[src/rtl/phase_pkg.sv]
// Shared types and constants for the phase scheduler: state encodings,
// error codes and default phase timeouts.
package phase_pkg;

    typedef enum logic [2:0] {
        ST_IDLE   = 3'd0,
        ST_SETTLE = 3'd1,
        ST_MEM    = 3'd2,
        ST_COMP   = 3'd3,
        ST_DISP   = 3'd4,
        ST_ERR    = 3'd5
    } state_e;

    localparam logic [1:0] ERR_NONE = 2'd0;
    localparam logic [1:0] ERR_MEM  = 2'd1;
    localparam logic [1:0] ERR_COMP = 2'd2;
    localparam logic [1:0] ERR_DISP = 2'd3;

    localparam int DEF_CNT_W        = 10;
    localparam int DEF_SETTLE_CYC   = 4;
    localparam int DEF_MEM_TIMEOUT  = 50;
    localparam int DEF_COMP_TIMEOUT = 200;
    localparam int DEF_DISP_TIMEOUT = 500;

endpackage

[src/rtl/phase_timer.sv]
// Per-phase cycle counter: clears on a phase change, otherwise counts up and
// saturates; expire_o flags the cycle on which the count equals limit_i.
module phase_timer #(
    parameter int CNT_W = 10
) (
    input  logic             clk,
    input  logic             rst,
    input  logic             clr_i,
    input  logic [CNT_W-1:0] limit_i,
    output logic             expire_o
);

    logic [CNT_W-1:0] cnt_q, cnt_d;

    // NOTE: always_comb assigns its output a default first so no path leaves it unassigned (no latch).
    always_comb begin
        cnt_d = cnt_q;
        if (clr_i) begin
            cnt_d = '0;
        end else if (cnt_q != {CNT_W{1'b1}}) begin
            cnt_d = cnt_q + CNT_W'(1);
        end
    end

    // NOTE: sequential state uses non-blocking assignments so every flop samples pre-edge values.
    always_ff @(posedge clk or posedge rst) begin
        if (rst) begin
            cnt_q <= '0;
        end else begin
            cnt_q <= cnt_d;
        end
    end

    assign expire_o = (cnt_q == limit_i);

endmodule

[src/rtl/phase_scheduler.sv]
// Handshake-driven memory -> compute -> display sequencer with per-phase timeouts.
// Define PHASE_LOOP_EN to loop DISP straight back to MEM for continuous frames.
module phase_scheduler
    import phase_pkg::*;
#(
    parameter int CNT_W        = DEF_CNT_W,
    parameter int SETTLE_CYC   = DEF_SETTLE_CYC,
    parameter int MEM_TIMEOUT  = DEF_MEM_TIMEOUT,
    parameter int COMP_TIMEOUT = DEF_COMP_TIMEOUT,
    parameter int DISP_TIMEOUT = DEF_DISP_TIMEOUT
) (
    input  logic       clk,
    input  logic       rst,
    input  logic       start,
    input  logic       abort,
    input  logic       mem_done,
    input  logic       comp_done,
    input  logic       disp_done,
    output logic       en_mem,
    output logic       en_comp,
    output logic       en_disp,
    output logic       busy,
    output logic       error,
    output logic [1:0] err_code,
    output logic [2:0] phase
);

    state_e           state_q, state_d;
    logic [1:0]       err_q, err_d;
    logic [CNT_W-1:0] limit;
    logic             expire;
    logic             en_mem_q, en_comp_q, en_disp_q, busy_q, error_q;

    // Limits are "last allowed count", so a phase lasts exactly N cycles.
    always_comb begin
        limit = '0;
        case (state_q)
            ST_SETTLE: limit = CNT_W'(SETTLE_CYC - 1);
            ST_MEM:    limit = CNT_W'(MEM_TIMEOUT - 1);
            ST_COMP:   limit = CNT_W'(COMP_TIMEOUT - 1);
            ST_DISP:   limit = CNT_W'(DISP_TIMEOUT - 1);
            default:   limit = '0;
        endcase
    end

    phase_timer #(.CNT_W(CNT_W)) u_timer (
        .clk      (clk),
        .rst      (rst),
        .clr_i    (state_d != state_q),
        .limit_i  (limit),
        .expire_o (expire)
    );

    // Priority in every phase: abort, then done, then timeout.
    always_comb begin
        state_d = state_q;
        err_d   = err_q;
        case (state_q)
            ST_IDLE: begin
                if (start && !abort) state_d = ST_SETTLE;
            end
            ST_SETTLE: begin
                if (abort)       state_d = ST_IDLE;
                else if (expire) state_d = ST_MEM;
            end
            ST_MEM: begin
                if (abort)         state_d = ST_IDLE;
                else if (mem_done) state_d = ST_COMP;
                else if (expire) begin
                    state_d = ST_ERR;
                    err_d   = ERR_MEM;
                end
            end
            ST_COMP: begin
                if (abort)          state_d = ST_IDLE;
                else if (comp_done) state_d = ST_DISP;
                else if (expire) begin
                    state_d = ST_ERR;
                    err_d   = ERR_COMP;
                end
            end
            ST_DISP: begin
                if (abort) state_d = ST_IDLE;
                else if (disp_done) begin
`ifdef PHASE_LOOP_EN
                    state_d = ST_MEM;
`else
                    state_d = ST_IDLE;
`endif
                end else if (expire) begin
                    state_d = ST_ERR;
                    err_d   = ERR_DISP;
                end
            end
            ST_ERR: begin
                if (abort) begin
                    state_d = ST_IDLE;
                    err_d   = ERR_NONE;
                end else if (start) begin
                    state_d = ST_SETTLE;
                    err_d   = ERR_NONE;
                end
            end
            default: begin
                state_d = ST_IDLE;
                err_d   = ERR_NONE;
            end
        endcase
    end

    // Outputs are decoded from the next state so they switch on the entering edge.
    always_ff @(posedge clk or posedge rst) begin
        if (rst) begin
            state_q   <= ST_IDLE;
            err_q     <= ERR_NONE;
            en_mem_q  <= 1'b1;
            en_comp_q <= 1'b1;
            en_disp_q <= 1'b1;
            busy_q    <= 1'b0;
            error_q   <= 1'b0;
        end else begin
            state_q   <= state_d;
            err_q     <= err_d;
            en_mem_q  <= !(state_d inside {ST_MEM, ST_COMP, ST_DISP});
            en_comp_q <= !(state_d inside {ST_COMP, ST_DISP});
            en_disp_q <= (state_d != ST_DISP);
            busy_q    <= (state_d inside {ST_SETTLE, ST_MEM, ST_COMP, ST_DISP});
            error_q   <= (state_d == ST_ERR);
        end
    end

    assign en_mem   = en_mem_q;
    assign en_comp  = en_comp_q;
    assign en_disp  = en_disp_q;
    assign busy     = busy_q;
    assign error    = error_q;
    assign err_code = err_q;
    assign phase    = state_q;

endmodule

[config.mk]
export PLATFORM = sky130hd
export DESIGN_NAME = phase_scheduler
export DESIGN_NICKNAME = d
export VERILOG_FILES = /design/src/rtl/phase_pkg.sv /design/src/rtl/phase_timer.sv /design/src/rtl/phase_scheduler.sv
export SDC_FILE = /design/constraint.sdc
export NUM_CORES = 1
export LEC_CHECK = 0
export CORE_AREA = 2 2 40 70
export CTS_BUF_LIST = sky130_fd_sc_hd__clkbuf_16
export CTS_CLUSTER_SIZE = 10
export DETAILED_ROUTE_END_ITERATION = 12
export DIE_AREA = 0 0 42 72
export GPL_TIMING_DRIVEN = 0
export PLACE_DENSITY = 0.81
export SLEW_MARGIN = 10
export SYNTH_ARGS = -nofsm -noshare
export SYNTH_HDL_FRONTEND = slang
export SYNTH_SLANG_ARGS = --single-unit
[constraint.sdc]
create_clock -name clk -period 6.41 [get_ports clk]
set_input_delay 0.9615 -clock clk [delete_from_list [all_inputs] [get_ports clk]]
set_output_delay 0.9615 -clock clk [all_outputs]
set_load 0.005 [all_outputs]
==> flow_summary.toml, run 1 <==
[outcome]
status = "finished, final reports clean"

[sta]
timing.final.ws_setup_ps = 3754
maxSlewHeadroom = 0.5219
hold_viol = 0
tns_ps = 0
worst_slew_pin_slew_ps = 716.4
finalSetupViolCount = 0
finClkSkew_ps = 1.798
fmax_ghz = 0.3765
timing.final.crit_share = 0.4144
slew_viol_final = 0
finalWorstPathRequiredPeriod_ps = 2656
grt_setup_unrepaired = "false"

[cts]
h-tree-depth = 1
clk_latency_ps = 250
cts_buffer_depth = 2
tritoncts = "yes"
cts_setup_buffers = 0
root_buffer = "clkbuf_16"
clk_pin_slew_worst_paths_ps = 50
cts_sinks = 20
cts_resized = 0
cts_made_buffers = 3
hold_buffers = 0

[critical_path]
start_kind = "register"
path_max_fanout = 10
critPathKind = "reg2reg"
crit_path_end_kind = "register"
worstPathRequired_ps = 6500
worstPathArrival_ps = 2750

[global_routing]
grt_pass1_vias = 1266
grt_pass1_wl_um = 5865
grt_max_degree = 21
grt_use_total = 0.2514
overflow = 0
antenna_found_initial = 0

[final_layout]
antenna_cells = 0
finalInstanceArea_sq_um = 1677
fin_nets = 178
syn2layout_area_growth_pct = 20.72
drive_above_1_share = 0.1716
fillCellCount = 190
instances_no_fill = 195

[place]
place_inst = 191
dp_hpwl_um = 2572
pre_cts_slack_ps = 3540
gp_congestion = 0.8824
port_buffers = 15
place_area_sq_um = 1572

[detailed_routing]
via_per_inst = 6.313
drc = 0
drt-total-wl_um = 3433
ant_nets = 0
drt_iter0_markers = 58
first_pass_iters = 4
wl_per_cell_um = 17.61
vias = 1231

[synth]
synth_common_cells = "dfrtp_1, nor2_1, o21ai_0, inv_1, nand3_1"
synth-edff-count = 0
synth.largest_area_cell = "dfrtp_1"
synth_area_per_cell_sq_um = 9.259
synth_warnings = 0
ys_ff_latch = 20
syn_area_sq_um = 1389
synth.area.top_cells = "dfrtp_1, dfstp_2, buf_6"
synth_cell_type_count = 51
synth_top_area_frac = 0.3063
seq_area_frac_synth = 0.3631
post-synth-top-count-cell = "dfrtp_1"
syn_inst = 150
synth_fp_nets = 158
postSynth.asyncResetShare = 1.000
synth-main-ff-cell = "dfrtp_1"

[worst_hold_path]
min-delay-path-class = "reg2reg"

[die]
initial_core_util = 0.5710
dieHeight_um = 72
die-area_sq_um = 3024
rows = 24
core_sq_um = 2432
die_w_um = 42
ios = 17

[power_and_ir_drop]
power_density_nw_per_um2 = 395.2
ir_worst_vdd_v = 0.0002704
cellLeakagePower_nw = 0.7410

[run]
max_cap_viol_count = 0
-- registers in the layout (all words and copies together), names as in the netlist --
name           flops
phase              3
en_comp            1
u_timer.cnt_q     10
busy               1
en_mem             1
error              1
err_code           2
en_disp            1
-- per-stage QoR --
step,power (mW),util,hold slack (ps)
after floorplan,0.4044,-,504.1
after global placement,0.4805,0.6461,489.5
after detailed placement,0.4911,0.6461,513.9
after CTS,0.6616,0.6893,526.4
after global routing,0.7020,0.6893,533.4
final,0.6625,0.6893,521.7
-- power breakdown --
part	switching (mW)	total [mW]	internal [mW]	leakage (nW)
sequential	0.0238	0.179	0.155	0.263
combinational	0.169	0.315	0.146	0.427
clock	0.0445	0.168	0.124	0.0511
total	0.238	0.663	0.425	0.741
-- worst paths after layout --
kind                             start               end  slack, ps  cells after the start
min in group asynchronous          rst              busy       1130                      2
setup reg to reg              phase[2]              busy       3750                      8
hold reg to reg            err_code[0]       err_code[0]        520                      1
setup / recovery              phase[2]              busy       3750                      8
hold / removal             err_code[0]       err_code[0]        520                      1
max in group asynchronous          rst  u_timer.cnt_q[7]       4830                      2
-- critical path, cell delays in order, from the launching register on --
cell and delay (ps):
dfrtp_1 420, buf_6 160, inv_1 170, a22oi_1 100, a221o_1 410, a211oi_4 430, nor3b_1 110, a211oi_1 500
o21ai_0 190
-- kinds of logic (layout without fill, tap and decap cells) --
kind of cell | Yosys count | count (layout) | synth area share
xor+xnor | 7 | 7 | 0.04415
flops | 20 | 20 | 0.3631
buf+inv | 18 | 37 | 0.08558
compound gates | 37 | 37 | 0.1928
simple gates | 61 | 61 | 0.2559
mux | 6 | 6 | 0.04955
fa+ha+maj | 1 | 1 | 0.009008
-- layer usage --
layer  GRT usage  part of all wire  up-vias  wire [um]
met4      0.1362             0.040        0        136
met2      0.4531              0.55       41       1896
met1      0.2757              0.37      596       1264
met5           0                 0        -          0
li1            -                 -      581          -
met3     0.03980             0.039       13        135
-- cell usage in the layout (no fill, tap or decap), types with 2 or more instances in the layout --
cell             Yosys  routed
a211oi_1             2       2
a21oi_1              5       5
and2_1               2       2
and3_1               2       2
buf_2                2       2
buf_6                6       6
clkbuf_16            0       3
clkdlybuf4s50_1      0      15
dfrtp_1             17      17
dfstp_2              3       3
inv_1                9       9
mux2_2               3       3
mux2i_1              2       2
nand2_1              6       6
nand2b_1             4       4
nand3_1              8       8
nand4_1              4       4
nor2_1              15      15
nor2b_1              2       2
nor3_1               4       4
o21ai_0             13      13
o22ai_1              2       2
o2bb2ai_1            2       2
or3_1                3       3
xnor2_1              3       3
xor2_1               4       4
-- layout make-up --
type                            count  area (sq um)  share of cell area
Clock buffer                        3         75.07             0.04478
Buffer                              9         85.08             0.05075
Multi-Input combinational cell    112         765.7              0.4567
Tap cell                           26         32.53             0.01940
Clock inverter                      1         30.03             0.01791
Inverter                            9         33.78             0.02015
Timing Repair Buffer               15         150.1             0.08955
Sequential cell                    20         504.2              0.3007
No activity file was read; power rests on OpenSTA's default activity.
==> run 2, diff against run 1 <==
Settings changed: CORE_AREA 2 2 40 70 to 2 2 44 76, DIE_AREA 0 0 42 72 to 0 0 46 78, PLACE_DENSITY 0.81 to 0.71.
Clock period 6.41 ns to 2.29 ns, I/O delays scaled along.
==> flow_summary.toml, run 2 (same netlist as run 1, synthesis figures left out) <==
[outcome]
status = "finished, violations left"
violations = "setup timing"

[global_routing]
grt_pass1_wl_um = 5361
antenna_found_initial = 0
grt_pass1_vias = 1180
grt_use_total = 0.2064
overflow = 0
grt_max_degree = 21

[critical_path]
slowest_delay_ps = 390
slowest_stage = "dfrtp_1"
worstPathRequired_ps = 2430
crit_path_end_kind = "register"
start_kind = "register"
cp_common_cell = "buf_6"
crit_chain = "buf_6, nand2b_2, a21oi_1, a221o_1, a211oi_4, buf_6, mux2_4, nand4_4, nor2_1"
path_max_fanout = 8
critPathKind = "reg2reg"
worstPathArrival_ps = 2440

[cts]
cts_made_buffers = 3
clk_latency_ps = 260
hold_buffers = 0
cts_sinks = 20
cts_buffer_depth = 2
h-tree-depth = 1
tritoncts = "yes"
root_buffer = "clkbuf_16"
clk_pin_slew_worst_paths_ps = 50

[power_and_ir_drop]
internal_power_mw = 1.360
ir_worst_vdd_v = 0.0008660
clockPowerShare = 0.225
p_comb_frac = 0.541
sequentialPowerShare = 0.234
p_sw_frac = 0.3602
cellLeakagePower_nw = 0.7896
power_density_nw_per_um2 = 1160
switchingPower_mw = 0.7655
finalPower_mw = 2.125

[final_layout]
instances_no_fill = 205
fillCellCount = 248
fin_nets = 186
antenna_cells = 0
finalInstanceArea_sq_um = 1832
largest_register = "u_timer.cnt_q"
finish.utilization = 0.6256
syn2layout_area_growth_pct = 31.89
final_common_cell = "dfrtp_1"
largest_register_ffs = 10
layout_common_cells = "dfrtp_1, clkdlybuf4s50_1, nor2_1"
drive_above_1_share = 0.2712

[sta]
finalWorstPathRequiredPeriod_ps = 2301
fmax_ghz = 0.4345
finClkSkew_ps = 1.602
grt_setup_unrepaired = "true"
timing.final.crit_share = 1.005
finalSetupViolCount = 7
worst_slew_pin_slew_ps = 746.5
slew_viol_final = 0
hold_viol = 0
timing.final.ws_setup_ps = -11.34
maxSlewHeadroom = 0.5018

[worst_hold_path]
min-delay-path-class = "reg2reg"

[place]
place_inst = 193
port_buffers = 15
dp_hpwl_um = 2535
place_area_sq_um = 1574
gp_congestion = 0.8803

[die]
initial_core_util = 0.4744
dieHeight_um = 78
core_sq_um = 2928
die_w_um = 46
ios = 17
rows = 26
die-area_sq_um = 3588

[detailed_routing]
first_pass_iters = 4
drc = 0
drt_iter0_markers = 29
ant_nets = 0
drt-total-wl_um = 3542
wl_per_cell_um = 17.28
vias = 1244
via_per_inst = 6.068

[run]
max_cap_viol_count = 0
==> run 2: power groups by stage <==
stage               logic, mW  clock network (mW)  registers (mW)
finish                   1.15               0.478           0.497
floorplan               0.637                   0           0.495
CTS                      1.02               0.489           0.496
global placement        0.850                   0           0.496
detailed placement      0.872                   0           0.502
global route             1.23               0.499           0.507
==> run 2: what timing repair did <==
action / in CTS / in global routing
setup buffers: 5 / 3
setup endpoints to repair: 18 / 18
pin swaps: 2 / 8
resized for setup: 6 / 16
==> run 2: area by class of cell <==
type	count	area [sq um]	area share
clock inverter	1	30.03	0.01639
inverter	9	33.78	0.01844
clock buffer	3	75.07	0.04098
multi-input combinational	112	850.8	0.4645
sequential	20	504.2	0.2753
timing repair buffer	23	214.0	0.1168
tap	28	35.03	0.01913
buffer	9	88.84	0.04850
==> run 2: worst paths after layout <==
path                                    end         from  cells after the start  slack [ps]
max                        u_timer.cnt_q[2]     phase[1]                      9         -10
min                             err_code[0]  err_code[0]                      1         500
max reg2reg                u_timer.cnt_q[2]     phase[1]                      9         -10
min reg2reg                     err_code[0]  err_code[0]                      1         500
max in group asynchronous  u_timer.cnt_q[7]          rst                      2        1310
min in group asynchronous             error          rst                      2         520
==> run 2: layer usage <==
layer / vias to the layer above / part of all wire / global-route usage / wire length, um
met5: - / 0 / 0 / 0
met4: 0 / 0.043 / 0.1400 / 153
met3: 12 / 0.035 / 0.03953 / 123
met2: 37 / 0.55 / 0.3403 / 1943
met1: 598 / 0.37 / 0.2211 / 1322
li1: 597 / - / - / -
==> run 2: metrics by stage <==
| stage | hold slack (ps) | TNS (ps) | worst slack (ps) |
|---|---|---|---|
| 6_report | 500.4 | -47.88 | -11.34 |
| 4_1_cts | 507.4 | -0.6410 | -0.6410 |
| 3_5_place_dp | 494.5 | -1816 | -375.6 |
| 2_1_floorplan | 305.1 | 0 | 150.7 |
| 5_1_grt | 526.7 | -1321 | -104.9 |
| 3_3_place_gp | 490.0 | -1344 | -331.6 |
==> run 2: worst max-delay path, delay by kind of cell, from the launching register on <==
| family | cells | cell delay (ps) |
|---|---|---|
| AO/OA/AOI/OAI | 3 | 790 |
| buffers and inverters | 2 | 310 |
| flip-flops | 1 | 390 |
| multiplexers | 1 | 320 |
| AND/OR/NAND/NOR | 3 | 360 |
==> run 3, diff against run 2 <==
Settings changed: ABC_AREA set to 1, PLACE_DENSITY 0.71 to 0.73.
Clock period 2.29 ns to 1.85 ns, I/O delays scaled along.
==> flow_summary.toml, run 3 <==
[cts]
cts_buffer_depth = 2
cts_sinks = 20
h-tree-depth = 1
root_buffer = "clkbuf_16"
clk_latency_ps = 250
cts_made_buffers = 3
clk_pin_slew_worst_paths_ps = 50
tritoncts = "yes"

[critical_path]
rr_worst_depth = 14
worstPathArrival_ps = 2120
crit_end = "u_timer.cnt_q[3]"
worst-r2r-setup-slack_ps = -140
critPathLaunch = "phase[1]"
worstReg2RegStart = "phase[1]"
reg2reg_to = "u_timer.cnt_q[3]"
crit_path_end_kind = "register"
start_kind = "register"
path_max_fanout = 7
critPathKind = "reg2reg"
worstPathRequired_ps = 1980

[synth]
seq_area_frac_synth = 0.3532
synth.largest_area_cell = "dfrtp_1"
synth_cell_type_count = 26
ys_ff_latch = 20
synth_common_cells = "nand2_1, inv_1, nand3_1, dfrtp_1, nor2_1"
synth_fp_nets = 204
synth-edff-count = 0
post-synth-top-count-cell = "nand2_1"
synth_warnings = 0
synth_area_per_cell_sq_um = 7.284
synth_top_area_frac = 0.2980
syn_inst = 196
synth.area.top_cells = "dfrtp_1, nand2_1, inv_1"
synth-main-ff-cell = "dfrtp_1"
syn_area_sq_um = 1428
postSynth.asyncResetShare = 1.000

[outcome]
status = "finished, violations left"
violations = "setup timing"

[final_layout]
fin_nets = 239
largest_register = "u_timer.cnt_q"
final_common_cell = "nand2_1"
antenna_cells = 0
drive_above_1_share = 0.3565
finalInstanceArea_sq_um = 1972
instances_no_fill = 258
syn2layout_area_growth_pct = 38.12
layout_common_cells = "nand2_1, inv_1, nand3_1"
fillCellCount = 243
largest_register_ffs = 10

[global_routing]
overflow = 0
antenna_found_initial = 0
grt_pass1_wl_um = 5423
grt_pass1_vias = 1265
grt_use_total = 0.2004
grt_max_degree = 21

[detailed_routing]
ant_nets = 0
drt_iter0_markers = 26
vias = 1335
drt-total-wl_um = 3411
wl_per_cell_um = 13.22
drc = 0
via_per_inst = 5.174
first_pass_iters = 4

[sta]
slew_viol_final = 0
finalWorstPathRequiredPeriod_ps = 1990
grt_setup_unrepaired = "true"
hold_viol = 0
fmax_ghz = 0.5026
finClkSkew_ps = 1.498
finalSetupViolCount = 16
worst_slew_pin_slew_ps = 724.3
timing.final.crit_share = 1.075
maxSlewHeadroom = 0.5166
timing.final.ws_setup_ps = -139.5

[die]
die_w_um = 46
core_sq_um = 2928
initial_core_util = 0.4876
rows = 26
dieHeight_um = 78
die-area_sq_um = 3588
ios = 17

[worst_hold_path]
min-delay-path-class = "in2async"

[place]
place_area_sq_um = 1623
gp_congestion = 0.8544
port_buffers = 16
place_inst = 240
dp_hpwl_um = 2286
pre_cts_slack_ps = -194.6

[power_and_ir_drop]
finalPower_mw = 2.233
ir_worst_vdd_v = 0.0009650
cellLeakagePower_nw = 0.9647
power_density_nw_per_um2 = 1132

[run]
max_cap_viol_count = 0
==> run 3: worst min path at each step <==
stage	start	endpoint	slack, ps	depth (start not counted)
4_1_cts	rst	phase[1]	480	2
5_1_grt	err_code[1]	err_code[1]	500	2
3_3_place_gp	err_code[1]	err_code[1]	460	2
3_5_place_dp	err_code[0]	err_code[0]	470	2
6_report	rst	u_timer.cnt_q[4]	450	2
2_1_floorplan	rst	busy	240	1
==> run 3: power by group <==
part           total (mW)  internal, mW  switching [mW]
Clock               0.577         0.428           0.149
Sequential          0.560         0.511          0.0491
Combinational        1.10         0.451           0.645
Total                2.23          1.39           0.843
==> run 3: metal layers <==
metal  global-route usage  vias to the layer above  part of all wire  routed length [um]
met5                    0                        -                 0                   0
met4              0.09429                        0             0.016                  53
met3              0.01628                        6             0.023                  78
met2               0.3375                       17              0.56                1910
met1               0.2433                      629              0.40                1369
li1                     -                      683                 -                   -
==> run 3: cell type report <==
class | instances | area, sq um | area share
inverters | 32 | 130.1 | 0.06599
repair buffers | 29 | 257.7 | 0.1307
clock inverters | 1 | 30.03 | 0.01523
well taps | 28 | 35.03 | 0.01777
plain buffers | 3 | 37.54 | 0.01904
multi-input cells | 142 | 902.1 | 0.4575
clock buffers | 3 | 75.07 | 0.03807
flip-flops and latches | 20 | 504.2 | 0.2557
==> run 3: kinds of logic (layout without fill, tap and decap cells) <==
| family | count (synthesis) | in the layout | share of synthesized area |
|---|---|---|---|
| xor+xnor | 3 | 3 | 0.01841 |
| simple gates | 124 | 125 | 0.4592 |
| buf+inv | 35 | 68 | 0.1087 |
| flops | 20 | 20 | 0.3532 |
| fa+ha+maj | 1 | 1 | 0.008763 |
| compound gates | 13 | 13 | 0.05170 |
==> run 3: what timing repair did <==
item,in CTS,in global routing
setup buffers,6,7
endpoints found under the hold margin,0,0
hold buffers,0,0
gates cloned,1,0
resized for setup,18,23
pin swaps,15,16
setup endpoints to repair,17,19
==> run 3: stage by stage <==
stage / TNS (ps) / hold slack, ps / util
after floorplan: 0 / 239.1 / -
after global placement: -2109 / 464.1 / 0.5543
after detailed placement: -2644 / 465.6 / 0.5543
after CTS: -1463 / 478.1 / 0.6329
after global routing: -3311 / 504.0 / 0.6735
final: -1513 / 452.3 / 0.6735
==> run 3: worst max-delay path: stages (launching register included) <==
cell and delay, ps:
dfrtp_1 390, buf_6 150, nor2_4 140, nand2_4 100, nand3_2 90, nand2_2 60, nor2_4 130, buf_4 110
nand4_1 80, nand2_1 120, inv_2 50, nand3_1 100, nand2_2 110, nand3_4 180, nor2_2 50
